[src/rtl/cpc_cfg_write_capture.sv]
// Purpose : samples the Z80 expansion bus and turns a qualified I/O write to the
//           RAM configuration port (A15=0, D7:D6=11) into a single-cycle strobe.
// Latency : match first present at edge k -> cfg_wr high edges k+QUAL_CYCLES..k+QUAL_CYCLES+1.
// Backpressure: none; the bus cannot be stalled, and each Z80 cycle yields at most one strobe.
//
// Ports:
//   CLK, RESET                 bus clock (rising edge), asynchronous active-high reset
//   IOREQ_B, WR_B, M1_B        Z80 control strobes, active low
//   A15, A14, D[7:0]           address decode bits and data bus
//   cfg_wr                     one-CLK pulse per accepted configuration write
//   cfg_data[5:0]              D5..D0 of the last accepted write
//   cfg_valid                  sticky, set by the first accepted write
//   cfg_count[7:0]             accepted-write counter, saturating at 255
module cpc_cfg_write_capture #(
  parameter int QUAL_CYCLES = 2,
  parameter bit FULL_DECODE = 1'b0
) (
  input  logic       CLK,
  input  logic       RESET,
  input  logic       IOREQ_B,
  input  logic       WR_B,
  input  logic       M1_B,
  input  logic       A15,
  input  logic       A14,
  input  logic [7:0] D,
  output logic       cfg_wr,
  output logic [5:0] cfg_data,
  output logic       cfg_valid,
  output logic [7:0] cfg_count
);

  localparam logic [2:0] QUAL_N = 3'(QUAL_CYCLES);

  typedef enum logic [1:0] {
    IDLE = 2'd0,
    QUAL = 2'd1,
    FIRE = 2'd2,
    HOLD = 2'd3
  } state_t;

  // Input sample stage; every decision below looks only at these registers.
  logic       s1_ioreq_b;
  logic       s1_wr_b;
  logic       s1_m1_b;
  logic       s1_a15;
  logic       s1_a14;
  logic [7:0] s1_d;

  always_ff @(posedge CLK or posedge RESET) begin
    if (RESET) begin
      s1_ioreq_b <= 1'b1;
      s1_wr_b    <= 1'b1;
      s1_m1_b    <= 1'b1;
      s1_a15     <= 1'b0;
      s1_a14     <= 1'b0;
      s1_d       <= 8'h00;
    end else begin
      s1_ioreq_b <= IOREQ_B;
      s1_wr_b    <= WR_B;
      s1_m1_b    <= M1_B;
      s1_a15     <= A15;
      s1_a14     <= A14;
      s1_d       <= D;
    end
  end

  // M1_B low alongside IOREQ_B is interrupt acknowledge, never a port write.
  logic match;
  assign match = !s1_ioreq_b && !s1_wr_b && s1_m1_b && !s1_a15 &&
                 (s1_a14 || !FULL_DECODE) && s1_d[7] && s1_d[6];

  // Bus cycle ends as soon as either strobe is seen released.
  logic bus_end;
  assign bus_end = s1_ioreq_b || s1_wr_b;

  state_t     state;
  state_t     state_nxt;
  logic [2:0] qcnt;
  logic [2:0] qcnt_nxt;

  // State register
  always_ff @(posedge CLK or posedge RESET) begin
    if (RESET) begin
      state <= IDLE;
      qcnt  <= 3'd0;
    end else begin
      state <= state_nxt;
      qcnt  <= qcnt_nxt;
    end
  end

  // Next-state logic
  always_comb begin
    state_nxt = state;
    qcnt_nxt  = qcnt;
    case (state)
      IDLE: begin
        if (match) begin
          if (QUAL_N == 3'd1) begin
            state_nxt = FIRE;
            qcnt_nxt  = 3'd0;
          end else begin
            state_nxt = QUAL;
            qcnt_nxt  = 3'd1;
          end
        end
      end
      QUAL: begin
        if (!match) begin
          state_nxt = IDLE;
          qcnt_nxt  = 3'd0;
        end else if (qcnt + 3'd1 == QUAL_N) begin
          state_nxt = FIRE;
          qcnt_nxt  = 3'd0;
        end else begin
          qcnt_nxt  = qcnt + 3'd1;
        end
      end
      FIRE: begin
        state_nxt = HOLD;
      end
      HOLD: begin
        // Matches are ignored here so a long write cannot strobe twice.
        if (bus_end) state_nxt = IDLE;
      end
      default: begin
        state_nxt = IDLE;
        qcnt_nxt  = 3'd0;
      end
    endcase
  end

  // Output logic
  always_comb begin
    cfg_wr = (state == FIRE);
  end

  // Captured configuration, loaded on the edge that enters FIRE so the data of
  // the completing sample is the one kept.
  logic fire_load;
  assign fire_load = (state_nxt == FIRE) && (state != FIRE);

  always_ff @(posedge CLK or posedge RESET) begin
    if (RESET) begin
      cfg_data  <= 6'd0;
      cfg_valid <= 1'b0;
      cfg_count <= 8'd0;
    end else if (fire_load) begin
      cfg_data  <= s1_d[5:0];
      cfg_valid <= 1'b1;
      if (cfg_count != 8'hFF) cfg_count <= cfg_count + 8'd1;
    end
  end

endmodule

[config.mk]
export PLATFORM = sky130hd
export DESIGN_NAME = cpc_cfg_write_capture
export DESIGN_NICKNAME = d
export VERILOG_FILES = /design/src/rtl/cpc_cfg_write_capture.sv
export SDC_FILE = /design/constraint.sdc
export NUM_CORES = 1
export LEC_CHECK = 0
export CAP_MARGIN = 10
export CORE_UTILIZATION = 48
export CTS_CLUSTER_SIZE = 12
export DETAILED_ROUTE_END_ITERATION = 12
export PLACE_DENSITY_LB_ADDON = 0.15
export SYNTH_ARGS = -nofsm -noshare
export SYNTH_HDL_FRONTEND = slang
export SYNTH_SLANG_ARGS = --single-unit
[constraint.sdc]
create_clock -name CLK -period 2.25 [get_ports CLK]
set_clock_uncertainty 0.05 [all_clocks]
set_input_delay 0.3375 -clock CLK [delete_from_list [all_inputs] [get_ports CLK]]
set_output_delay 0.3375 -clock CLK [all_outputs]
set_load 0.01 [all_outputs]
# Word-level counts from Yosys, hierarchy flattened
# Index checks and enable logic that the tools add are counted.
[word_totals]
elab_cells = 43
regBits = 32
[op_classes]
addsub = 2
eq_ne = 8
n_mux = 9
n_reduce_logical = 14
[ops]
columns = ["cell", "n"]
rows = [
  ["two-way mux 3 bit", 3],
  ["adder 8 x 1 -> 8 bit (second input constant)", 1],
  ["two-way mux 2 bit", 4],
  ["inequality test 8 bit (second input constant)", 1],
  ["case mux 2 bit (4 select lines)", 1],
  ["equality test 2 bit (second input constant)", 3],
  ["logical AND 1 bit", 6],
  ["case mux 3 bit (2 select lines)", 1],
  ["inequality test 2 bit (second input constant)", 2],
  ["AND reduction 2 bit", 2],
  ["adder 3 x 1 -> 3 bit (second input constant)", 1],
  ["equality test 3 x 2 -> 1 bit (second input constant)", 1],
  ["zero test 1 bit", 3],
  ["equality test 2 x 1 -> 1 bit (second input constant)", 1],
  ["zero test 2 bit", 1],
  ["nonzero test 2 bit", 1],
  ["logical OR 1 bit", 1],
]

# Longest topological paths before layout
[logic_depth]
word_depth = 11
mapped_depth = 5
ltp_nobuf = 5

# Worst setup path after synthesis
# Ideal clock, no wire load.
[synth_timing]
kind = "reg-to-reg"
start = "reg s1_m1_b"
end = "reg cfg_count[1]"
path_stages_with_launch = 6
arrival_ns = 1.804
slack_ns = 0.268
period_less_slack_ns = 1.982
required_ns = 2.072
cell_sequence = "dfstp_2 nand4b_1 or4b_1 buf_6 nor3_2 mux2_1"
[synth_via]
elab_chain_len = 9
[synth_rtl]
columns = ["item", "line_no", "source"]
rows = [
  ["start, declared", "44", "logic s1_m1_b;"],
  ["start signal, assigned", "53", "s1_m1_b <= 1'b1;"],
  ["start signal, assigned", "60", "s1_m1_b <= M1_B;"],
  ["logical AND 1 bit (*) (2 in a row)", "69", "assign match = !s1_ioreq_b && !s1_wr_b && s1_m1_b && !s1_a15 &&"],
  ["logical AND 1 bit (*) (2 in a row)", "70", "(s1_a14 || !FULL_DECODE) && s1_d[7] && s1_d[6];"],
  ["two-way mux 2 bit (on tied branches)", "109, 98", ""],
  ["case mux 2 bit (4 select lines) (*)", "96", "case (state)"],
  ["equality test 2 bit (*)", "141", "assign fire_load = (state_nxt == FIRE) && (state != FIRE);"],
  ["logical AND 1 bit (*)", "141", ""],
  ["AND reduction 2 bit (no line) (*)", "-", ""],
  ["end signal, assigned", "151", "if (cfg_count != 8'hFF) cfg_count <= cfg_count + 8'd1;"],
  ["end, declared", "29", "output logic [7:0] cfg_count"],
]
# Every way passes the cells marked *; elsewhere a longest branch is shown, timed or not.
# A chain may end at the register's enable or synchronous reset.

# Worst setup path in the final report
# Ends and elaborated chain as after synthesis.

==> summary.md <==
| Metric | Value |
|---|---|
| Worst hold path type | primary input to asynchronous set/reset pin |
| Max Clk Rate | between 0.4 and 0.5 GHz |
| Clock latency on the worst-skew pair | ~330 ps |
| H-tree levels | 2 |
| Period utilisation layout | 0.9135 |
| Worst-margin pin slew | roughly 590 ps |
| Clock Path Buffers | 2 |
| DIE AREA | 0.002910 mm^2 |
| Max_cap viols | 0 |
| Layout cells sized above 1 | 0.1898 |
| P_leak | roughly 0.8 nW |
| Post-CTS Resized | 0 |
| Die H | 53.94 um |
| Vias in the first global route | slightly above 800 |
| Antenna viol nets, final | 0 |
| IO Count | 31 |
| Register area | approximately 800 um^2 |
| Post-synthesis cell area | 0.001295 mm^2 |
| # setup viols final | 0 |
| WP data arrival | 2230 ps |
| Starting density of the core | 0.5134 |
| Main combinational cell family by area after synthesis | simple AND/OR/NAND/NOR gates |
| Multi-input gate area | around 460 um^2 |
| Pre-CTS setup slack | roughly 180 ps |
| Num CTS Buffers | 5 |
| Synth-to-layout area growth | 30.92% |
| Core region area | 0.002522 mm^2 |
| Placed cell count | about 160 |
| Initial drt markers | 17 |
| Cell area after layout | 0.001695 mm^2 |
| Power, Total | roughly 1.0 mW |
| Min cycle time layout | about 2000 ps |
| Status | completed |
| Fraction of synthesized area in multiplexers | 0.06957 |
| Routed via count | 900 |
| Row cnt | 18 |
| Post-placement cell area | 0.001634 mm^2 |
| Net count after synthesis | ~120 |
| Seq/Total Area, Yosys | 0.6213 |
| Pwr dens | 608.5 mW/mm^2 |
| Synth Register Bits | 32 |
| XOR/XNOR Fraction of Synth Area | 0.02705 |
| Worst Hold Slack | approximately 340 ps |
| Number of flops mapped to enable cells by yosys | 0 |
| WS Path Type | register to register |
| Antenna Cells | 0 |
| Max-slew violation count | 0 |
| Syn Area/Cell | 13.21 um^2 |
| Cell variety after synth | 31 |
| CTS Root Cell | clkbuf_4 |
| Final nets | roughly 150 |
| CP Data Required Time | between 2000 and 2500 ps |
| CTS tree | done |
| Slew headroom | 0.6009 |
| Detail Placement HPWL | roughly 1600 um |
| Largest net degree at the start of global routing | 33 |
| Max Fanout on Critical Path | 8 |
| First-pass GRT wire length | about 3700 um |
| Final setup TNS | 0 ps |
| Non-Filler Instances | 167 |
| Die Width | between 50 and 60 um |
| Core Util, Final | 0.6721 |
| Gr usage total | 0.1930 |
| Setup crit end kind | register |
| Synth Area in Compound Gates | 0.07246 |
| Routability Congestion | a little over 0.8 |
| Vias/cell | ~5.4 |
| Synth warnings | 0 |
| Initial antenna violation count | 0 |
| Remaining global-route overflow | 0 |
| I/O Buffers | 29 |
| Synthesized-area fraction occupied by adder cells | 0.02899 |
| Final Hold Vio Count | 0 |
| Clock Pin Slew Worst Setup and Hold Paths | around 100 ps |
| Fill cell total of the finished layout | 190 |
| Async SR Flop Fraction | 1.000 |
| CTS Hold Bufs | 0 |
| 1st-pass router iterations | 4 |
| Clock sinks | 32 |
| Maximum vdd ir drop | 449.1 uV |
| RSZ-0062 raised after global routing | no |
| Post-Synth Simple-Gate Area | 0.1575 |
| Startpoint Class | register |
| Synth Flop Type | dfrtp_1 |
| Drt drc | 0 |
| Mapped Cells | 98 |
| WL final | about 2300 um |
| Setup slack after layout | between 150 and 200 ps |
| Post-CTS setup repair buffer count | 0 |
| DR WL/cell | 13.51 um |
-- report_power, final --
part | leakage [nW] | total, mW | switching [mW] | internal, mW
Combinational | 0.346 | 0.0890 | 0.0489 | 0.0400
Clock | 0.0380 | 0.339 | 0.191 | 0.148
Sequential | 0.414 | 0.603 | 0.00968 | 0.594
-- flip-flops by register name (all words and copies together) (netlist names) --
register    count
s1_d            8
s1_ioreq_b      1
s1_wr_b         1
cfg_valid       1
cfg_count       8
qcnt            3
s1_m1_b         1
state           2
cfg_data        6
s1_a15          1
-- logic make-up after synthesis --
logic type      Yosys count
mux                       8
flops                    32
compound gates           14
simple gates             31
fa+ha+maj                 3
buf+inv                   6
xor+xnor                  4
-- critical path, stage by stage, from the launching register on --
cell      delay [ps]
dfstp_2          520
nand4b_1         110
or4b_1           510
buf_4            200
nor3_2           220
mux2_1           340
-- cell type report --
class                   instances  share of cell area
inverters                       5             0.01107
multi-input cells              60              0.2716
well taps                      30             0.02214
clock buffers                   6             0.03026
repair buffers                 32              0.1845
clock inverters                 2            0.005904
flip-flops and latches         32              0.4745
-- layout by cell type, fill, tap and decap left out, types with 4 or more instances in the layout --
cell / n
xor2_1: 4
clkbuf_4: 5
nand3_1: 5
o21ai_0: 4
nand2_1: 5
clkdlybuf4s50_1: 29
nor3_1: 5
dfrtp_1: 29
inv_1: 5
mux2_2: 7
-- cells in the mapped netlist (all sizes together), types with 2 or more instances --
| cell type | number | area share |
|---|---|---|
| nand2 | 5 | 0.014 |
| a21oi | 2 | 0.0077 |
| nand2b | 2 | 0.0097 |
| nor3 | 6 | 0.027 |
| ha | 3 | 0.029 |
| a31oi | 2 | 0.0097 |
| o21ai | 4 | 0.015 |
| xor2 | 4 | 0.027 |
| a41oi | 2 | 0.014 |
| nor2 | 3 | 0.021 |
| inv | 5 | 0.014 |
| nand3 | 5 | 0.019 |
| and3 | 3 | 0.014 |
| dfstp | 3 | 0.061 |
| mux2 | 8 | 0.070 |
| dfrtp | 29 | 0.56 |
-- final timing paths --
kind | startpoint | end | slack (ps) | cells past startpoint
max | s1_m1_b$_DFF_PP1_ | cfg_count[1]$_DFFE_PP0P_ | 190 | 5
min | RESET | cfg_count[2]$_DFFE_PP0P_ | 340 | 3
max reg2reg | s1_m1_b$_DFF_PP1_ | cfg_count[1]$_DFFE_PP0P_ | 190 | 5
min reg2reg | cfg_valid$_DFFE_PP0P_ | cfg_valid$_DFFE_PP0P_ | 430 | 1
max in group asynchronous | RESET | s1_wr_b$_DFF_PP1_ | 1490 | 3
min in group CLK | M1_B | s1_m1_b$_DFF_PP1_ | 360 | 1
-- layer usage --
layer / routed length (um) / part of all wire / track usage / vias up
met5: 0 / 0 / 0 / -
met1: 984 / 0.44 / 0.2309 / 438
met4: 57 / 0.025 / 0.1184 / 0
met3: 126 / 0.056 / 0.07627 / 6
met2: 1089 / 0.48 / 0.2901 / 28
li1: - / - / - / 428
(Power assumes the default switching activity.)
==> variant 1 (same settings) <==
Reset style: synchronous (`RESET`), changed in 3 clocked blocks. Comments in the files are not updated.
--- a/src/rtl/cpc_cfg_write_capture.sv
+++ b/src/rtl/cpc_cfg_write_capture.sv
@@ -48,3 +48,3 @@
 
-  always_ff @(posedge CLK or posedge RESET) begin
+  always_ff @(posedge CLK) begin
     if (RESET) begin
@@ -81,3 +81,3 @@
   // State register
-  always_ff @(posedge CLK or posedge RESET) begin
+  always_ff @(posedge CLK) begin
     if (RESET) begin
@@ -142,3 +142,3 @@
 
-  always_ff @(posedge CLK or posedge RESET) begin
+  always_ff @(posedge CLK) begin
     if (RESET) begin
Behaviour: differs if RESET is asserted again (counterexample within 4 cycles, from zero or initial values and one cycle with RESET high); with RESET held inactive, the same outputs for 10 cycles.
==> variant 1 against the unedited design <==
  * Cell area up 0.96%
  * Non-clock buffer count up 1
  * Sequential cell count unchanged
  * Routed wire length up 21%
  * Critical path depth down 2
  * Synthesized cell count up 47%
  * Setup slack better by 0.033 ns
  * Area after synthesis up 2.2%
  * Fmax up 1.6%
  * First-iteration DRC count up 12%
  * Count of clock-buffer cells in the layout unchanged
Power is not compared: it rests on default switching activity, and its combinational part moved more than twofold at a synthesized area within 25%.
==> variant 1: results (changes against the unedited design) <==
* Portion of netlist area occupied by mux cells at 0.0236 (was 0.0696)
* Status: complete, no violations (unchanged)
* Crit path largest cell delay at 0.54 ns (was 0.52 ns)
* Synth Area in Compound Gates at 0.179 (was 0.0725)
* Met3 demand-to-capacity share in global routing at 0.0694 (was 0.0763)
* Highest clock rate at 0.494 GHz (was 0.487 GHz)
* CP max stage cell: dfxtp_1 (was dfstp_2)
* Adder and majority gate portion of the synthesized area at 0.0284 (was 0.0290)
* Met2 Routed Length at 1310 µm (was 1090 µm)
* Most used standard cells in the synthesized netlist: dfxtp_1 (32), a21oi_1 (15), o21ai_0 (12) (was dfrtp_1 (29), mux2_2 (7))
* Slew @ Worst Pin at 0.356 ns (was 0.594 ns)
* First-pass GRT wire length at 4310 µm (was 3660 µm)
* R2R cell count at 6 (was 5)
* Largest net degree at the start of global routing at 23 (was 33)
* Unique cell type count in the Yosys netlist at 35 (was 31)
* Share of the yosys chip area belonging to registers at 0.484 (was 0.621)
* Global Route Usage Sum at 0.212 (was 0.193)
* FILL cells at 201 (was 190)
* Detail-routed via count per cell at 5.75 (was 5.39)
* GPL Wtd Cong at 0.812 (about the same)
* Wire length on met1 at 1180 µm (was 984 µm)
* End of the critical path: cfg_wr (was cfg_count[1])
* Final Hold Slack at 0.403 ns (was 0.336 ns)
* Met3 Routed Length at 175 µm (was 126 µm)
* Total cell area at the placement stage at 1620 µm² (was 1630 µm²)
* Worst Setup Slack post-DPL at 0.257 ns (was 0.180 ns)
* Reg-to-reg critical path startpoint: qcnt[0] (was s1_m1_b)
* Ratio of cells with drive above 1 in the final layout at 0.102 (was 0.190)
* Dpl cells at 196 (was 159)
* Share of async-settable or async-resettable flops after synthesis at 0 (was 1.00)
* Leading cell types by total area after synthesis: dfxtp_1 (48%), a21oi_1 (5.7%), nor2b_1 (5.2%), o21ai_0 (4.5%), nand3_1 (4.2%) (was dfrtp_1 (56%), dfstp_2 (6.1%), mux2_2 (6.1%), ha_1 (2.9%), xor2_1 (2.7%))
* Max FO, Critical Path at 10 (was 8)
## variant 1: changes by cell type after synthesis, moves of 5 or more
cell      change
mux2_2        -6
o21ai_0       +8
dfrtp_1      -29
nand3_1       +6
nor2b_1      +10
nor3_1        -5
a21oi_1      +13
dfxtp_1      +32
clkbuf_1      +5
## variant 1: layout make-up
class | instances | area (µm²) | area share
well taps | 30 | 37.5 | 0.0219
inverters | 5 | 18.8 | 0.0110
clock buffers | 6 | 41.3 | 0.0241
repair buffers | 33 | 320 | 0.187
flip-flops and latches | 32 | 641 | 0.374
clock inverters | 2 | 35.0 | 0.0205
multi-input cells | 98 | 618 | 0.361
## variant 1: logic make-up (layout without fill, tap and decap cells)
| logic type | count (synthesis) | in the layout |
|---|---|---|
| simple gates | 51 | 51 |
| buf+inv | 14 | 46 |
| xor+xnor | 1 | 1 |
| flops | 32 | 32 |
| fa+ha+maj | 3 | 3 |
| compound gates | 40 | 40 |
| mux | 3 | 3 |
==> variant 2 (config.mk and constraints unchanged) <==
Without the edit above. Set the parameter `FULL_DECODE` to 1'b1 (it was 1'b0).
--- a/src/rtl/cpc_cfg_write_capture.sv
+++ b/src/rtl/cpc_cfg_write_capture.sv
@@ -15,3 +15,3 @@
   parameter int QUAL_CYCLES = 2,
-  parameter bit FULL_DECODE = 1'b0
+  parameter bit FULL_DECODE = 1'b1
 ) (
Check against the original RTL: not equivalent (Yosys sat finds a counterexample within 4 cycles, from zero or initial values and one cycle with RESET high).
==> variant 2 against the unedited design <==
  * Synthesized cell count shrank 8.2%
  * Critical path depth decreased by 1
  * Via count down 8.0%
  * Area after synthesis unchanged
  * Setup slack better by 0.075 ns
  * Count of clock-buffer cells in the layout is the same
  * Sequential cell count is 1 higher
  * Combinational power decreased by 38%
  * Cell area is 2.4% higher
  * Critical path type unchanged
  * Critical endpoint unchanged
  * Routed wire length shrank 7.7%
  * Power increased by 10%
==> variant 2: results (changes against the unedited design) <==
* Dpl cells at 152 (was 159)
* Initial detailed-routing violation count at 6 (was 17)
* Number of iterations in the first detailed-routing pass at 5 (was 4)
* Total nets after synthesis at 108 (was 116)
* Max FO, Critical Path at 7 (was 8)
* First-pass GRT wire length at 3490 µm (was 3660 µm)
* Total via count after detailed routing at 828 (was 900)
* Detailed placer's ending HPWL at 1480 µm (was 1580 µm)
* Avg Inst Size Synth at 14.4 µm² (was 13.2 µm²)
* Ratio of cells with drive above 1 in the final layout at 0.200 (was 0.190)
* Leading cell types by total area after synthesis: dfrtp_1 (58%), dfstp_2 (6.1%), mux2_2 (5.2%), ha_1 (2.9%), xnor2_1 (2.7%) (was dfrtp_1 (56%), dfstp_2 (6.1%), mux2_2 (6.1%), ha_1 (2.9%), xor2_1 (2.7%))
* Total cell area at the placement stage at 1650 µm² (was 1630 µm²)
* Final wirelength at 2080 µm (was 2260 µm)
* GPL Wtd Cong at 0.774 (was 0.812)
* Largest net degree at the start of global routing at 34 (was 33)
* Arr. time, crit path at 2.15 ns (was 2.23 ns)
* Unique cell type count in the Yosys netlist at 28 (was 31)
* Share of the yosys chip area belonging to registers at 0.641 (was 0.621)
* Via count of the first global-routing pass at 811 (was 829)
* Most used standard cells in the synthesized netlist: dfrtp_1 (30), nand2_1 (7), mux2_2 (6) (was dfrtp_1 (29), mux2_2 (7))
* Relative slew margins at 0.703 (was 0.601)
* Status: complete, no violations (unchanged)
* Peak supply drop at 678 µV (was 449 µV)
* Worst Setup Slack post-DPL at 0.293 ns (was 0.180 ns)
* Lkg Pwr at 0.000789 µW (was 0.000798 µW)
* Total of buffers placed on input and output ports at 30 (was 29)
* Global Route Usage Sum at 0.182 (was 0.193)
* Non-filler cells, final at 160 (was 167)
-- variant 2: power breakdown --
group	total (µW)	internal, µW	switching [µW]
Combinational	55.3	29.3	26.0
Sequential	621	611	10.6
Clock	463	264	199
-- variant 2: final cells by class --
cell class,instances,area [µm²]
clock buffer,6,51.3
sequential,33,830
clock inverter,2,37.5
tap,30,37.5
timing repair buffer,32,315
fill,190,786
multi-input combinational,54,454
inverter,3,11.3
-- variant 2: final timing paths --
path | start | end | slack, ns | cells past startpoint
worst max register to register | s1_m1_b | cfg_count[1] | 0.27 | 4
max in group asynchronous | RESET | s1_wr_b | 1.51 | 3
worst min register to register | s1_d[4] | cfg_data[4] | 0.43 | 1
worst min-delay path | RESET | cfg_data[4] | 0.32 | 3
worst max-delay path | s1_m1_b | cfg_count[1] | 0.27 | 4
min in group CLK | WR_B | s1_wr_b | 0.34 | 1
-- variant 2: critical path: cells and delay by family, from the launching register on --
family	cells	cell delay, ns
and+or+nand+nor	3	0.92
DFF	1	0.53
muxes	1	0.36
-- variant 2: metal layers --
layer,GRT usage,vias up,routed length [µm]
li1,-,396,-
met1,0.223,403,972
met2,0.263,23,950
met3,0.0876,6,116
met4,0.0921,0,44
met5,0,-,0
-- variant 2: through the flow --
stage | power, µW | util
after floorplan | 656 | -
after global placement | 688 | 0.653
after detailed placement | 690 | 0.653
after CTS | 1150 | 0.688
after global routing | 1190 | 0.688
final | 1140 | 0.688
-- variant 2: cells by family after synthesis --
kind of cell,after synthesis,share of synthesized area
and+or+nand+nor,29,0.174
buffers and inverters,3,0.00870
adders and majority gates,3,0.0290
DFF,33,0.641
xor gates and xnor gates,5,0.0338
muxes,8,0.0725
AOI/OAI and AO/OA,9,0.0415
